File: src/rtl/vga_pkg.sv
// Shared 640x480@60 timing constants and helpers for the VGA pixel pipeline.
// Imported by the timing generator and by the pixel colouring / apple logic.
package vga_pkg;

  localparam int unsigned COORD_W     = 10;
  localparam int unsigned VGA_CLK_DIV = 4;

  localparam int unsigned VGA_H_ACTIVE = 640;
  localparam int unsigned VGA_H_FP     = 16;
  localparam int unsigned VGA_H_SYNC   = 96;
  localparam int unsigned VGA_H_BP     = 48;
  localparam int unsigned VGA_H_TOTAL  = VGA_H_ACTIVE + VGA_H_FP + VGA_H_SYNC + VGA_H_BP;

  localparam int unsigned VGA_V_ACTIVE = 480;
  localparam int unsigned VGA_V_FP     = 10;
  localparam int unsigned VGA_V_SYNC   = 2;
  localparam int unsigned VGA_V_BP     = 33;
  localparam int unsigned VGA_V_TOTAL  = VGA_V_ACTIVE + VGA_V_FP + VGA_V_SYNC + VGA_V_BP;

  localparam bit SYNC_ACTIVE_LOW = 1'b0;

  typedef logic [COORD_W-1:0] coord_t;

  // Level to drive on a sync pin given whether the pulse is active.
  function automatic logic sync_level(input logic in_sync, input bit pol);
    return in_sync ? pol : ~pol;
  endfunction

endpackage

File: src/rtl/vga_timing_gen_if.sv
// Pixel interface between the timing source and the pixel colouring logic.
interface vga_timing_gen_if;
  import vga_pkg::*;

  coord_t x;
  coord_t y;
  logic   de;
  logic   hsync;
  logic   vsync;
  logic   pix_en;
  logic   line_tick;
  logic   frame_tick;

  modport master (
    output x, y, de, hsync, vsync, pix_en, line_tick, frame_tick
  );

  modport slave (
    input x, y, de, hsync, vsync, pix_en, line_tick, frame_tick
  );
endinterface

File: src/rtl/vga_axis_counter.sv
// One timing axis: wrapping counter plus decode of the value it takes on this edge,
// so the parent can register active/sync alongside the count.
module vga_axis_counter
  import vga_pkg::*;
#(
  parameter int unsigned TOTAL      = VGA_H_TOTAL,
  parameter int unsigned ACTIVE     = VGA_H_ACTIVE,
  parameter int unsigned SYNC_START = VGA_H_ACTIVE + VGA_H_FP,
  parameter int unsigned SYNC_END   = VGA_H_ACTIVE + VGA_H_FP + VGA_H_SYNC
) (
  input  logic   clk,
  input  logic   rst_n,
  input  logic   inc,
  output coord_t count,
  output logic   wrap_c,
  output logic   active_c,
  output logic   in_sync_c
);

  localparam coord_t LAST    = coord_t'(TOTAL - 1);
  localparam coord_t ACT_END = coord_t'(ACTIVE);
  localparam coord_t SYN_BEG = coord_t'(SYNC_START);
  localparam coord_t SYN_END = coord_t'(SYNC_END);

  coord_t count_nxt;

  // Next value and its decode; holds when not incrementing.
  always_comb begin
    wrap_c    = inc && (count == LAST);
    count_nxt = count;
    if (inc) begin
      count_nxt = wrap_c ? '0 : count + coord_t'(1);
    end
    active_c  = (count_nxt < ACT_END);
    in_sync_c = (count_nxt >= SYN_BEG) && (count_nxt < SYN_END);
  end

  always_ff @(posedge clk) begin
    if (!rst_n) begin
      count <= '0;
    end else begin
      count <= count_nxt;
    end
  end

endmodule

File: src/rtl/vga_timing_gen.sv
// VGA timing source: divides the system clock to the pixel rate, runs h/v counters
// and drives registered sync, data-enable, coordinates and line/frame strobes.
module vga_timing_gen
  import vga_pkg::*;
#(
  parameter int unsigned CLK_DIV  = VGA_CLK_DIV,
  parameter int unsigned H_ACTIVE = VGA_H_ACTIVE,
  parameter int unsigned H_FP     = VGA_H_FP,
  parameter int unsigned H_SYNC   = VGA_H_SYNC,
  parameter int unsigned H_BP     = VGA_H_BP,
  parameter int unsigned V_ACTIVE = VGA_V_ACTIVE,
  parameter int unsigned V_FP     = VGA_V_FP,
  parameter int unsigned V_SYNC   = VGA_V_SYNC,
  parameter int unsigned V_BP     = VGA_V_BP,
  parameter bit          SYNC_POL = SYNC_ACTIVE_LOW
) (
  input  logic              clk,
  input  logic              rst_n,
  vga_timing_gen_if.master  vga
);

  localparam int unsigned H_TOTAL = H_ACTIVE + H_FP + H_SYNC + H_BP;
  localparam int unsigned V_TOTAL = V_ACTIVE + V_FP + V_SYNC + V_BP;
  localparam coord_t      V_LAST_ACTIVE = coord_t'(V_ACTIVE - 1);

  if (CLK_DIV < 1) begin : g_bad_div
    $error("vga_timing_gen: CLK_DIV must be at least 1");
  end
  if (H_TOTAL > (1 << COORD_W) || V_TOTAL > (1 << COORD_W)) begin : g_bad_total
    $error("vga_timing_gen: H_TOTAL and V_TOTAL must fit the coordinate width");
  end

  logic   pix_en_int;
  coord_t h_count;
  coord_t v_count;
  logic   h_wrap_c;
  logic   h_active_c;
  logic   h_sync_c;
  logic   v_wrap_c;
  logic   v_active_c;
  logic   v_sync_c;
  logic   unused_v_wrap;

  logic de_q;
  logic hsync_q;
  logic vsync_q;
  logic pix_en_q;
  logic line_tick_q;
  logic frame_tick_q;

  // Pixel-rate prescaler; the enable fires on the last sys clock of each pixel.
  if (CLK_DIV == 1) begin : g_no_div
    assign pix_en_int = 1'b1;
  end else begin : g_div
    localparam int unsigned PS_W    = $clog2(CLK_DIV);
    localparam logic [PS_W-1:0] PS_LAST = PS_W'(CLK_DIV - 1);
    logic [PS_W-1:0] prescale;

    always_ff @(posedge clk) begin
      if (!rst_n) begin
        prescale <= '0;
      end else if (prescale == PS_LAST) begin
        prescale <= '0;
      end else begin
        prescale <= prescale + PS_W'(1);
      end
    end

    assign pix_en_int = (prescale == PS_LAST);
  end

  vga_axis_counter #(
    .TOTAL      (H_TOTAL),
    .ACTIVE     (H_ACTIVE),
    .SYNC_START (H_ACTIVE + H_FP),
    .SYNC_END   (H_ACTIVE + H_FP + H_SYNC)
  ) u_h_cnt (
    .clk       (clk),
    .rst_n     (rst_n),
    .inc       (pix_en_int),
    .count     (h_count),
    .wrap_c    (h_wrap_c),
    .active_c  (h_active_c),
    .in_sync_c (h_sync_c)
  );

  vga_axis_counter #(
    .TOTAL      (V_TOTAL),
    .ACTIVE     (V_ACTIVE),
    .SYNC_START (V_ACTIVE + V_FP),
    .SYNC_END   (V_ACTIVE + V_FP + V_SYNC)
  ) u_v_cnt (
    .clk       (clk),
    .rst_n     (rst_n),
    .inc       (h_wrap_c),
    .count     (v_count),
    .wrap_c    (v_wrap_c),
    .active_c  (v_active_c),
    .in_sync_c (v_sync_c)
  );

  // Frame wrap coincides with a line wrap, so it needs no separate strobe.
  assign unused_v_wrap = v_wrap_c;

  // Decode registered from next counter values so it lines up with x/y.
  always_ff @(posedge clk) begin
    if (!rst_n) begin
      de_q         <= 1'b0;
      hsync_q      <= ~SYNC_POL;
      vsync_q      <= ~SYNC_POL;
      pix_en_q     <= 1'b0;
      line_tick_q  <= 1'b0;
      frame_tick_q <= 1'b0;
    end else begin
      pix_en_q     <= pix_en_int;
      line_tick_q  <= h_wrap_c;
      frame_tick_q <= h_wrap_c && (v_count == V_LAST_ACTIVE);
      if (pix_en_int) begin
        de_q    <= h_active_c && v_active_c;
        hsync_q <= sync_level(h_sync_c, SYNC_POL);
        vsync_q <= sync_level(v_sync_c, SYNC_POL);
      end
    end
  end

  assign vga.x          = h_count;
  assign vga.y          = v_count;
  assign vga.de         = de_q;
  assign vga.hsync      = hsync_q;
  assign vga.vsync      = vsync_q;
  assign vga.pix_en     = pix_en_q;
  assign vga.line_tick  = line_tick_q;
  assign vga.frame_tick = frame_tick_q;

endmodule

File: src/flat_wrapper.sv
// flat-port wrapper written by rule: the top's interface ports become plain ports
module vga_timing_gen_flat import vga_pkg::*;
#(
  parameter int unsigned CLK_DIV  = VGA_CLK_DIV,
  parameter int unsigned H_ACTIVE = VGA_H_ACTIVE,
  parameter int unsigned H_FP     = VGA_H_FP,
  parameter int unsigned H_SYNC   = VGA_H_SYNC,
  parameter int unsigned H_BP     = VGA_H_BP,
  parameter int unsigned V_ACTIVE = VGA_V_ACTIVE,
  parameter int unsigned V_FP     = VGA_V_FP,
  parameter int unsigned V_SYNC   = VGA_V_SYNC,
  parameter int unsigned V_BP     = VGA_V_BP,
  parameter bit          SYNC_POL = SYNC_ACTIVE_LOW
)
  (clk, rst_n, vga_x, vga_y, vga_de, vga_hsync, vga_vsync, vga_pix_en, vga_line_tick, vga_frame_tick);
  vga_timing_gen_if vga_i ();
  input  logic clk;
  input  logic rst_n;
  output wire logic [$bits(vga_i.x)-1:0] vga_x;
  output wire logic [$bits(vga_i.y)-1:0] vga_y;
  output wire logic [$bits(vga_i.de)-1:0] vga_de;
  output wire logic [$bits(vga_i.hsync)-1:0] vga_hsync;
  output wire logic [$bits(vga_i.vsync)-1:0] vga_vsync;
  output wire logic [$bits(vga_i.pix_en)-1:0] vga_pix_en;
  output wire logic [$bits(vga_i.line_tick)-1:0] vga_line_tick;
  output wire logic [$bits(vga_i.frame_tick)-1:0] vga_frame_tick;
  assign vga_x = vga_i.x;
  assign vga_y = vga_i.y;
  assign vga_de = vga_i.de;
  assign vga_hsync = vga_i.hsync;
  assign vga_vsync = vga_i.vsync;
  assign vga_pix_en = vga_i.pix_en;
  assign vga_line_tick = vga_i.line_tick;
  assign vga_frame_tick = vga_i.frame_tick;
  vga_timing_gen #(.CLK_DIV(CLK_DIV), .H_ACTIVE(H_ACTIVE), .H_FP(H_FP), .H_SYNC(H_SYNC), .H_BP(H_BP), .V_ACTIVE(V_ACTIVE), .V_FP(V_FP), .V_SYNC(V_SYNC), .V_BP(V_BP), .SYNC_POL(SYNC_POL)) u_core (.clk(clk), .rst_n(rst_n), .vga(vga_i));
endmodule
File: config.mk
export PLATFORM = sky130hd
export DESIGN_NAME = vga_timing_gen_flat
export DESIGN_NICKNAME = d
export VERILOG_FILES = /design/src/rtl/vga_pkg.sv /design/src/rtl/vga_timing_gen_if.sv /design/src/rtl/vga_axis_counter.sv /design/src/rtl/vga_timing_gen.sv /design/src/flat_wrapper.sv
export SDC_FILE = /design/constraint.sdc
export NUM_CORES = 1
export LEC_CHECK = 0
export BUFFER_PORTS_ARGS = -buffer_cell sky130_fd_sc_hd__buf_4
export CORE_UTILIZATION = 59
export CTS_CLUSTER_SIZE = 10
export DETAILED_ROUTE_END_ITERATION = 8
export PLACE_DENSITY = 0.88
export SLEW_MARGIN = 10
export SYNTH_ARGS = -nofsm -noshare
export SYNTH_HDL_FRONTEND = slang
export SYNTH_SLANG_ARGS = --single-unit
File: constraint.sdc
create_clock -name clk -period 3.75 [get_ports clk]
set_input_delay 0.375 -clock clk [delete_from_list [all_inputs] [get_ports clk]]
set_output_delay 0.375 -clock clk [all_outputs]
set_load 0.005 [all_outputs]
==> impl_metrics.yaml <==
outcome:
  status: "finished, final reports clean"
pwr:
  p_sw_mw: 0.0998
  combPwrFrac_pct: 4.8
  p_sw_share_pct: 22.2
  internal_power_mw: 0.350
  peakVddDrop_mv: 0.244
  total_power_mw: 0.450
  p_leak_nw: 0.646
  clkPwrFrac_pct: 27.4
  pwr-share-seq_pct: 67.9
  power.density_nw_per_um2: 258
placed_design:
  gp_congestion: 0.957
  place_inst: 227
  dp_hpwl_um: 2490
  io_buffers: 27
routing:
  wire_per_inst_um: 15.2
  routed_via_density: 6.07
  dr.pass1.iters: 4
  drtIter0Drc: 77
  routed_wl_um: 3490
  vias: 1396
  ant_nets: 0
  drc: 0
clocking:
  cts_tree: "yes"
  root_buffer: "clkbuf_4"
  cts_sinks: 28
  hold_buffers: 0
  post-cts-setup-buffer-count: 0
  clk_pin_slew_ps: 140
  cts-resized-gates: 0
  cts_buffers: 3
  htreeDepth: 1
  clock_latency_ps: 330
  cts_buffer_depth: 2
die:
  dieArea_um2: 2830
  die_height_um: 53.2
  start_util_pct: 62.4
  io_pins: 28
  row_count: 18
  dieWidth_um: 53.2
  core_region_area_um2: 2480
sta:
  finalHoldViolations: 0
  worst_pin_slew_ps: 555
  slew_headroom_pct: 62.7
  min_period_over_period_pct: 73.1
  finalSetupViolCount: 0
  slew_violations: 0
  skew_ps: 4.44
  fmax_mhz: 365
  tns_ps: 0
  post-route-min-period_ps: 2740
  rsz0062_at_grt: "no"
critical_path:
  crit_buf_inv: 0
  critical_path_class: "flip-flop to flip-flop"
  cp_top_family: "simple AND/OR/NAND/NOR gates"
  crit_path_max_incr_delay_ps: 670
  crit_fanout: 11
  reg2reg_depth: 7
  crit_required_ps: 3990
  cp_cell_sequence: "ha_1, nand4_1, nand4bb_1, or4b_1, o211ai_2, a211oi_2, a32o_1"
  cpMaxStageDelayCell: "or4b_1"
  timing.rr.end: "u_core.vga.de"
  cp.arrival_ps: 2980
  rrSetupSlack_ps: 1010
  endpoint_kind: "flip-flop"
  start_kind: "flip-flop"
  r2r-start: "u_core.g_div.prescale[0]"
min_path:
  hp-class: "input pin to flip-flop"
  worstHoldPathCells: 2
  hold_end: "u_core.u_v_cnt.count[6]"
  holdCritStartpoint: "rst_n"
final_layout:
  nets: 208
  final_cells: 230
  final_layout_size_suffix_gt1_share_pct: 19.0
  area_delta_synth_final_pct: 12.6
  antenna_cells: 0
  fillers: 201
synthesis:
  synth-edff-count: 0
  yosysWarnings: 0
  syn_inst: 181
  ys_seq_area_share_pct: 36.2
  ys_ff_latch: 28
  ys.flop_type: "dfxtp_1"
  syn_nets: 187
  async_flop_share_pct: 0
  synth.cell_area_um2: 1550
  avgSynthCellArea_um2: 8.54
  ys_types: 45
global_routing:
  grt_usage_pct: 27.6
  grt_max_degree: 18
  grt-ovfl-total: 0
  antenna_found_initial: 0
  grt_pass1_wl_um: 5710
  first_global_vias: 1264
flow_run:
  drv_cap: 0
-- metrics by stage --
stage	hold slack (ps)	utilization, %	setup WS [ps]	area, µm²
final	368	70.3	1010	1740
after CTS	368	70.3	1090	1740
after global placement	406	69.4	1250	1720
after floorplan	399	-	1660	1550
after detailed placement	415	69.4	1120	1720
after global routing	367	70.3	868	1740
-- layout by cell type, fill, tap and decap left out, types with 2 or more instances in the layout --
cell / count
a31oi_1: 4
buf_4: 27
nand2b_1: 4
nand4_1: 6
nand4b_1: 3
xnor2_1: 10
nand2_1: 14
clkbuf_4: 3
inv_1: 5
nor2b_1: 3
dfxtp_1: 28
nor3_1: 4
nand3_1: 13
and2_1: 7
and3_1: 3
a21oi_1: 5
nor2_1: 19
and4bb_2: 2
o31ai_1: 3
xor2_1: 5
ha_1: 4
o21ai_0: 2
a21boi_0: 3
and4_1: 2
or3_1: 3
-- worst max-delay path by stage --
stage,start,end,slack (ps),cells after the start
global placement,u_core.g_div.prescale[0],u_core.vga.de,1250,7
global route,u_core.g_div.prescale[0],u_core.vga.de,870,7
CTS,u_core.g_div.prescale[0],u_core.vga.de,1090,7
floorplan,u_core.g_div.prescale[0],u_core.vga.de,1660,9
detailed placement,u_core.g_div.prescale[0],u_core.vga.de,1120,7
finish,u_core.g_div.prescale[0],u_core.vga.de,1010,7
-- sequential cells by signal (all words and copies together) (netlist names) --
signal / cells
u_core.u_h_cnt.count: 10
u_core.u_v_cnt.count: 10
u_core.g_div.prescale: 2
u_core.vga.de: 1
u_core.vga.frame_tick: 1
u_core.vga.hsync: 1
u_core.vga.line_tick: 1
u_core.vga.pix_en: 1
u_core.vga.vsync: 1
-- power groups by stage --
stage          Clock (mW)  Sequential [mW]  Combinational, mW
2_1_floorplan           0            0.311             0.0132
3_3_place_gp            0            0.311             0.0204
3_5_place_dp            0            0.312             0.0218
4_1_cts             0.129            0.305             0.0219
5_1_grt             0.140            0.306             0.0240
6_report            0.123            0.305             0.0214
-- final cells by class --
type                    instances  area, µm²  share of cell area (%)
flip-flops and latches         28        561                    32.2
well taps                      30       37.5                    2.16
inverters                       5       18.8                    1.08
repair buffers                 27        203                    11.6
clock buffers                   3       22.5                    1.29
multi-input cells             137        900                    51.7
-- cells in the mapped netlist (2+ instances only) --
cell	number	share of area (%)
a31oi_1	4	1.6
xor2_1	5	2.8
and3_1	3	1.2
dfxtp_1	28	36
buf_2	6	1.9
nor2_1	19	4.6
and4bb_2	2	1.6
nand2b_1	4	1.6
or3_1	3	1.2
nand4_1	6	2.4
nor3_1	4	1.3
buf_6	2	1.5
o31ai_1	3	1.5
nor2b_1	3	1.2
nand4b_1	3	1.7
xnor2_1	10	5.7
ha_1	4	3.2
inv_1	5	1.2
o21ai_0	2	0.65
a21oi_1	5	1.6
and4_1	2	1.1
clkbuf_1	2	0.49
nand3_1	13	4.2
and2_1	7	2.8
a21boi_0	3	1.5
nand2_1	14	3.4
-- metal layers --
metal | up-vias | wire, µm | track usage [%]
met5 | - | 0 | 0
met4 | 0 | 30 | 12.7
met3 | 4 | 187 | 4.31
met2 | 56 | 1660 | 43.0
met1 | 655 | 1610 | 36.8
li1 | 681 | - | -
-- cell families (layout without fill, tap and decap cells) --
logic type | after synthesis | count (layout) | share of synthesized area (%)
muxes | 1 | 1 | 0.647
DFF | 28 | 28 | 36.2
and+or+nand+nor | 91 | 91 | 33.5
buffers and inverters | 16 | 35 | 5.58
xor gates and xnor gates | 15 | 15 | 8.49
adders and majority gates | 4 | 4 | 3.24
AOI/OAI and AO/OA | 26 | 26 | 12.3
No activity file was read; power rests on OpenSTA's default activity.
